===== config.mk =====
export PLATFORM = sky130hd
export DESIGN_NAME = mod_counter
export DESIGN_NICKNAME = d
export VERILOG_FILES = /design/src/rtl/mod_counter_pkg.sv /design/src/rtl/mod_counter_presc.sv /design/src/rtl/mod_counter.sv
export SDC_FILE = /design/constraint.sdc
export NUM_CORES = 1
export LEC_CHECK = 0
export CORE_MARGIN = 2
export CORE_UTILIZATION = 54
export CTS_BUF_LIST = sky130_fd_sc_hd__clkbuf_4 sky130_fd_sc_hd__clkbuf_8 sky130_fd_sc_hd__clkbuf_16
export DETAILED_ROUTE_END_ITERATION = 7
export PLACE_DENSITY = 0.86
export SLEW_MARGIN = 15
export SYNTH_ARGS = -nofsm -noshare
export SYNTH_HDL_FRONTEND = slang
export SYNTH_HIERARCHICAL = 1
export SYNTH_SLANG_ARGS = --single-unit

===== constraint.sdc =====
create_clock -name clk -period 3.2 [get_ports clk]
set_input_delay 0.8 -clock clk [delete_from_list [all_inputs] [get_ports clk]]
set_output_delay 0.8 -clock clk [all_outputs]
set_load 0.05 [all_outputs]

===== src/rtl/mod_counter_pkg.sv =====
// Shared constants for the modulo counter: default geometry, direction
// encodings and a helper that sizes the prescaler phase register.
package mod_counter_pkg;

    localparam int DEF_WIDTH     = 12;
    localparam int DEF_MAX       = 4095;
    localparam int DEF_PRESC_DIV = 1;

    // Direction encodings for the up input.
    localparam logic DIR_UP   = 1'b1;
    localparam logic DIR_DOWN = 1'b0;

    // Width of a phase register that can hold 0..div-1 (at least one bit).
    function automatic int phase_width(input int div);
        if (div > 1) begin
            return $clog2(div);
        end else begin
            return 1;
        end
    endfunction

endpackage


===== src/rtl/mod_counter_presc.sv =====
// Count-tick prescaler: emits a one-cycle tick on every PRESC_DIV-th
// enabled cycle. Restart forces the phase back to zero and suppresses the
// tick in that cycle, so a load or clear always starts a fresh division.
module mod_counter_presc
    import mod_counter_pkg::*;
#(
    parameter int PRESC_DIV = DEF_PRESC_DIV
) (
    input  logic clk,
    input  logic rst_n,
    input  logic enable,
    input  logic restart,
    output logic tick
);

    localparam int            PW   = phase_width(PRESC_DIV);
    localparam logic [PW-1:0] LAST = PW'(PRESC_DIV - 1);

    logic [PW-1:0] phase_r;
    logic [PW-1:0] phase_s;
    logic          tick_s;

    // Next phase and tick decode; phase holds while the count is disabled.
    always_comb begin
        phase_s = phase_r;
        tick_s  = 1'b0;
        if (restart) begin
            phase_s = '0;
        end else if (enable) begin
            if (phase_r == LAST) begin
                phase_s = '0;
                tick_s  = 1'b1;
            end else begin
                phase_s = phase_r + PW'(1);
            end
        end else begin
            phase_s = phase_r;
        end
    end

    // Phase register; reset discards any partially accumulated division.
    always_ff @(posedge clk or negedge rst_n) begin
        if (!rst_n) begin
            phase_r <= '0;
        end else begin
            phase_r <= phase_s;
        end
    end

    assign tick = tick_s;

endmodule


===== src/rtl/mod_counter.sv =====
// Up/down modulo counter (modulo MAX+1) with prescaled count ticks,
// synchronous clear and load, a one-cycle terminal-count pulse on wrap and
// a sticky wrap flag. Optional feature macro MOD_COUNTER_SAT_EN adds a
// sat input that turns boundary ticks into holds instead of wraps.
module mod_counter
    import mod_counter_pkg::*;
#(
    parameter int          WIDTH     = DEF_WIDTH,
    parameter int unsigned MAX       = DEF_MAX,
    parameter int          PRESC_DIV = DEF_PRESC_DIV
) (
    input  logic             clk,
    input  logic             rst_n,
    input  logic             enable,
    input  logic             up,
    input  logic             clr,
    input  logic             load,
    input  logic [WIDTH-1:0] load_val,
`ifdef MOD_COUNTER_SAT_EN
    input  logic             sat,
`endif
    output logic [WIDTH-1:0] count,
    output logic             tc,
    output logic             ovf
);

    localparam logic [WIDTH-1:0] MAX_V = WIDTH'(MAX);

    logic [WIDTH-1:0] count_r;
    logic [WIDTH-1:0] count_s;
    logic             tc_r;
    logic             tc_s;
    logic             ovf_r;
    logic             ovf_s;
    logic             tick_s;
    logic             restart_s;
    logic             sat_s;

`ifdef MOD_COUNTER_SAT_EN
    assign sat_s = sat;
`else
    assign sat_s = 1'b0;
`endif

    // Clear and load both restart the prescaler so the next tick is a full
    // PRESC_DIV enabled cycles away.
    assign restart_s = clr | load;

    mod_counter_presc #(
        .PRESC_DIV (PRESC_DIV)
    ) u_presc (
        .clk     (clk),
        .rst_n   (rst_n),
        .enable  (enable),
        .restart (restart_s),
        .tick    (tick_s)
    );

    // Next-state decode with priority clear > load > tick; tc defaults low so
    // it can only be high for the single cycle after a wrap.
    always_comb begin
        count_s = count_r;
        tc_s    = 1'b0;
        ovf_s   = ovf_r;
        if (clr) begin
            count_s = '0;
            ovf_s   = 1'b0;
        end else if (load) begin
            count_s = (load_val > MAX_V) ? MAX_V : load_val;
        end else if (tick_s) begin
            if (up == DIR_UP) begin
                if (count_r >= MAX_V) begin
                    ovf_s = 1'b1;
                    if (sat_s) begin
                        count_s = count_r;
                    end else begin
                        count_s = '0;
                        tc_s    = 1'b1;
                    end
                end else begin
                    count_s = count_r + WIDTH'(1);
                end
            end else begin
                if (count_r == '0) begin
                    ovf_s = 1'b1;
                    if (sat_s) begin
                        count_s = count_r;
                    end else begin
                        count_s = MAX_V;
                        tc_s    = 1'b1;
                    end
                end else begin
                    count_s = count_r - WIDTH'(1);
                end
            end
        end else begin
            count_s = count_r;
        end
    end

    // Output registers; asynchronous reset clears count and both flags.
    always_ff @(posedge clk or negedge rst_n) begin
        if (!rst_n) begin
            count_r <= '0;
            tc_r    <= 1'b0;
            ovf_r   <= 1'b0;
        end else begin
            count_r <= count_s;
            tc_r    <= tc_s;
            ovf_r   <= ovf_s;
        end
    end

    assign count = count_r;
    assign tc    = tc_r;
    assign ovf   = ovf_r;

endmodule


; Yosys cells after proc, flatten, opt, wreduce, memory -nomap -nowiden
; Cells that the tools add are included.
[classes]
addsub = 3
magnitude_cmp = 2
eq_ne = 2
muxes = 25
n_bitwise = 1
n_reduce_logical = 6
[op_table]
columns = operator, n
row1 = $mux 12, 7
row2 = $mux 1, 18
row3 = $add 12x1->12 const B, 1
row4 = $ge 12x12->1 const B, 1
row5 = $gt 12x12->1 const B, 1
row6 = $logic_not 12->1, 1
row7 = $sub 12x1->12 const B, 1
row8 = $reduce_bool 3->1, 2
row9 = $reduce_and 4->1, 1
row10 = $reduce_bool 2->1, 2
row11 = $ne 3x1->1 const B, 1
row12 = $ne 2x2->1 const B, 1
row13 = $add 1x1->1 const B, 1
row14 = $or 1x1->1, 1
[totals]
register_bits = 15
output_inout_bits = 14
wordCells = 43

; Logic depth before layout (Yosys ltp)
[logic_depth]
ltp_word = 6
mapped_depth = 8
depth_no_buf = 7

; Modules after synthesis
; Netlist, hierarchy kept.
[modules_own_cells]
columns = module, instances, cells_each, area_per_inst_um2
row1 = mod_counter, 1, 166, 1352.5
row2 = mod_counter_presc, 1, 1, 13.8

; Worst setup path after synthesis
; OpenSTA, ideal clock, no wires.
[synth_timing]
kind = flip-flop to flip-flop
startpoint = register count_r[0] (netlist: count[0])
endpoint = register count_r[3] (netlist: count[3])
setup_time_ps = 132
arrival_ps = 2255
required_ps = 3068
path_slack_ps = 813
stages_incl_launch_ff = 8
path_buffers = 0
synth_period_minus_slack_ps = 2387
path_cell_list = dfrtp_1 > inv_1 > ha_1 > nor4b_2 > and3_1 > or4_1 > a32oi_1 > o21ai_1
[synth_via]
elab_chain_cells = 6
elab_cells_between_ends = 10
cone_classes = add/sub (2) / order compare (1) / mux (6) / reduce/logical (1)
[synth_lines]
columns = element, line_no
row1 = from (decl), mod_counter.sv:29  ; logic [WIDTH-1:0] count_r;
row2 = from (signal assigned), mod_counter.sv:108  ; count_r <= count_s;
row3 = $sub 12x1->12 (tied with other cells), mod_counter.sv:93  ; count_s = count_r - WIDTH'(1);
row4 = "$mux 12, on equally long branches", "mod_counter.sv:84, mod_counter.sv:72"
row5 = $mux 12 *, mod_counter.sv:71  ; if (up == DIR_UP) begin
row6 = $mux 12 *, mod_counter.sv:70  ; end else if (tick_s) begin
row7 = $mux 12 *, mod_counter.sv:68  ; end else if (load) begin
row8 = $mux 12 *, mod_counter.sv:65  ; if (clr) begin
; Mark *: on every way between the ends. The rest lies on a longest branch, timed or not. The select of a mux whose other input is x is not followed.
; A chain may end at the register's enable or synchronous reset.

; Worst setup path in the final report
[layout_timing]
startpoint = register count_r[2] (netlist: count[2])
endpoint = output port count[2]
[layout_lines]
columns = element, line_no
row1 = to (decl), mod_counter.sv:22  ; output logic [WIDTH-1:0] count,
; No word-level cell between the ends.

==> impl_metrics.py <==
metrics = {
    "synth": {
        "ys.flop_type": "dfrtp_1",
        "synth_top_area_share_pct": 25.6,
        "yosys_warnings": 6,
        "synth.largest_area_cell": "dfrtp_1",
        "yosys-top-cells-count": "nor2_1 (19), a21oi_1 (16), dfrtp_1 (14)",
        "netlist_instances": 167,
        "synth_edf_count": 0,
        "syn_nets": 188,
        "synth-seq-cells": 14,
        "syn_avg_cell_area_um2": 8.18,
        "synth.cell_area_um2": 1370,
        "synth-seq-area-share_pct": 25.6,
        "ys_types": 54,
        "async_flop_share_pct": 100,
        "synth.area.top_cells": "dfrtp_1 (26%), a21oi_1 (5.9%), nor2_1 (5.2%)",
        "synth_most_common_cell": "nor2_1",
    },
    "grt": {
        "grt_pass1_wl_um": 6130,
        "grt_usage_pct": 28.2,
        "grt_pass1_vias": 1299,
        "grt_overflow": 0,
        "grt_antenna_before_repair": 0,
        "grt_max_degree": 15,
    },
    "die": {
        "coreArea_um2": 2430,
        "die-width_um": 54.3,
        "initial_utilization_pct": 56.2,
        "ioPinCount": 32,
        "rows": 18,
        "die_area_um2": 2950,
        "dieHeight_um": 54.3,
    },
    "clock_network": {
        "h-tree-depth": 1,
        "post_cts_buffers": 0,
        "ctsResizeCount": 0,
        "clkTransAtPathRegs_ns": 0.10,
        "cts_sinks": 14,
        "cts-root-buf": "clkbuf_4",
        "ctsHoldBuffers": 0,
        "cts_max_path_buffers": 2,
        "cts_tree": "built",
        "clk_latency_ns": 0.29,
        "cts_buffers": 3,
    },
    "worst_hold_path": {
        "hold_depth": 2,
        "min_path_type": "reg2reg",
    },
    "timing": {
        "max_freq_mhz": 375,
        "fin_tns_setup_ns": 0,
        "min_period_ns": 2.67,
        "finalSetupViolations": 0,
        "fin_worst_hold_slack_ns": 0.550,
        "final_hold_viol_count": 0,
        "setup_ws_ns": 0.530,
        "slew_headroom_pct": 55.1,
        "worst_pin_slew_ns": 0.672,
        "rsz0062_at_grt": "no",
        "slew_violations": 0,
        "skew_ns": 0.00371,
        "period_share_pct": 83.4,
    },
    "final_layout": {
        "nets": 215,
        "fin_cells": 223,
        "drive_above_1_share_pct": 11.9,
        "diodes": 0,
        "area_growth_syn_to_layout_pct": 25.4,
        "utilization_pct": 70.4,
    },
    "routing": {
        "drtIter0Drc": 69,
        "met2_length_um": 1810,
        "routed_wl_um": 3770,
        "vias": 1467,
        "drt-pass1-iter-count": 5,
        "met3WireLength_um": 309,
        "drt-met1-wl_um": 1560,
        "vias_per_cell": 6.58,
        "top_layer": "met4",
        "route.detailed.drc": 0,
        "drtAntennaViolNets": 0,
        "post_drt_wl_per_cell_um": 16.9,
    },
    "placed_design": {
        "dp_hpwl_um": 2760,
        "pre_cts_ws_ns": 0.482,
        "gp_congestion": 0.959,
        "place.port_buffers": 31,
        "place_inst": 219,
    },
    "worst_setup_path": {
        "cp_top_family": "buffers and inverters",
        "crit_buf_inv": 1,
        "cp_max_fo": 12,
        "worst-path-stages": 1,
        "worstSetupStartpointType": "register",
        "critPathKind": "reg2out",
        "path_cells": "clkdlybuf4s50_1",
        "crit_arrival_ns": 1.87,
        "critPathRequiredTime_ns": 2.40,
        "critical_path.endpoint_type": "output port",
        "cpMaxStageDelayCell": "clkdlybuf4s50_1",
        "critPathMaxStageDelay_ns": 0.90,
        "reg2reg_depth": 7,
    },
    "power": {
        "peakVddDrop_mv": 0.290,
        "pwr_density_cell_nw_per_um2": 391,
        "p_leak_nw": 0.653,
    },
    "status": {
        "status": "finished, final reports clean",
    },
    "job": {
        "cap_viol_max_count": 0,
    },
}
[through the flow]
step | power, mW | cell area [um2]
after floorplan | 0.442 | 1370
after global placement | 0.523 | 1680
after detailed placement | 0.530 | 1680
after CTS | 0.669 | 1710
after global routing | 0.706 | 1710
final | 0.670 | 1710
[power breakdown]
group | internal [mW] | switching (mW)
sequential | 0.192 | 0.0523
clock | 0.0693 | 0.0692
combinational | 0.119 | 0.168
total | 0.380 | 0.290
[logic make-up after synthesis]
logic type	share of synthesized area, %
xor gates and xnor gates	3.85
buffers and inverters	7.42
adders and majority gates	2.75
AOI/OAI and AO/OA	27.2
and+or+nand+nor	31.7
muxes	1.47
DFF	25.6
[registers in the layout, indices dropped and copies added, names as in the netlist]
name and cells:
ovf 1, count 12, tc 1
[cells in the final DEF, fill, tap and decap left out, drive strengths merged, types with 3 or more instances in the layout]
cell | synthesis | routed
clkdlybuf4s50 | 0 | 31
nor2 | 20 | 20
a21oi | 16 | 16
dfrtp | 14 | 14
nand2 | 10 | 10
nand4 | 8 | 8
o21ai | 8 | 8
inv | 7 | 7
nor3 | 6 | 6
nand3 | 6 | 6
a22oi | 6 | 6
buf | 9 | 5
clkbuf | 5 | 4
or3 | 3 | 3
xor2 | 3 | 3
xnor2 | 3 | 3
ha | 3 | 3
nor4 | 3 | 3
[layer usage]
layer | track usage (%) | vias to the layer above
met4 | 15.0 | 0
li1 | - | 685
met1 | 37.4 | 688
met5 | 0 | -
met2 | 42.6 | 82
met3 | 5.74 | 12
[tightest hold or removal path: stages (launching register included)]
cell and delay, ns:
dfrtp_1 0.39, inv_1 0.06, o22ai_1 0.07
[worst paths after layout]
path,start,endpoint,slack (ns)
min in group asynchronous,rst_n,count[7]$_DFFE_PN0P_,0.91
setup / recovery,count[2]$_DFFE_PN0P_,count[2],0.53
hold reg to reg,ovf$_DFFE_PN0P_,ovf$_DFFE_PN0P_,0.55
setup reg to reg,count[0]$_DFFE_PN0P_,count[3]$_DFFE_PN0P_,0.98
max in group asynchronous,rst_n,count[4]$_DFFE_PN0P_,1.87
hold / removal,ovf$_DFFE_PN0P_,ovf$_DFFE_PN0P_,0.55
[cell type report]
class / instances / area, um2
clock buffer: 4 / 36.3
multi-input combinational: 132 / 915
timing repair buffer: 36 / 348
inverter: 7 / 26.3
fill: 204 / 719
tap: 30 / 37.5
sequential: 14 / 350
No activity file was read; power rests on OpenSTA's default activity.
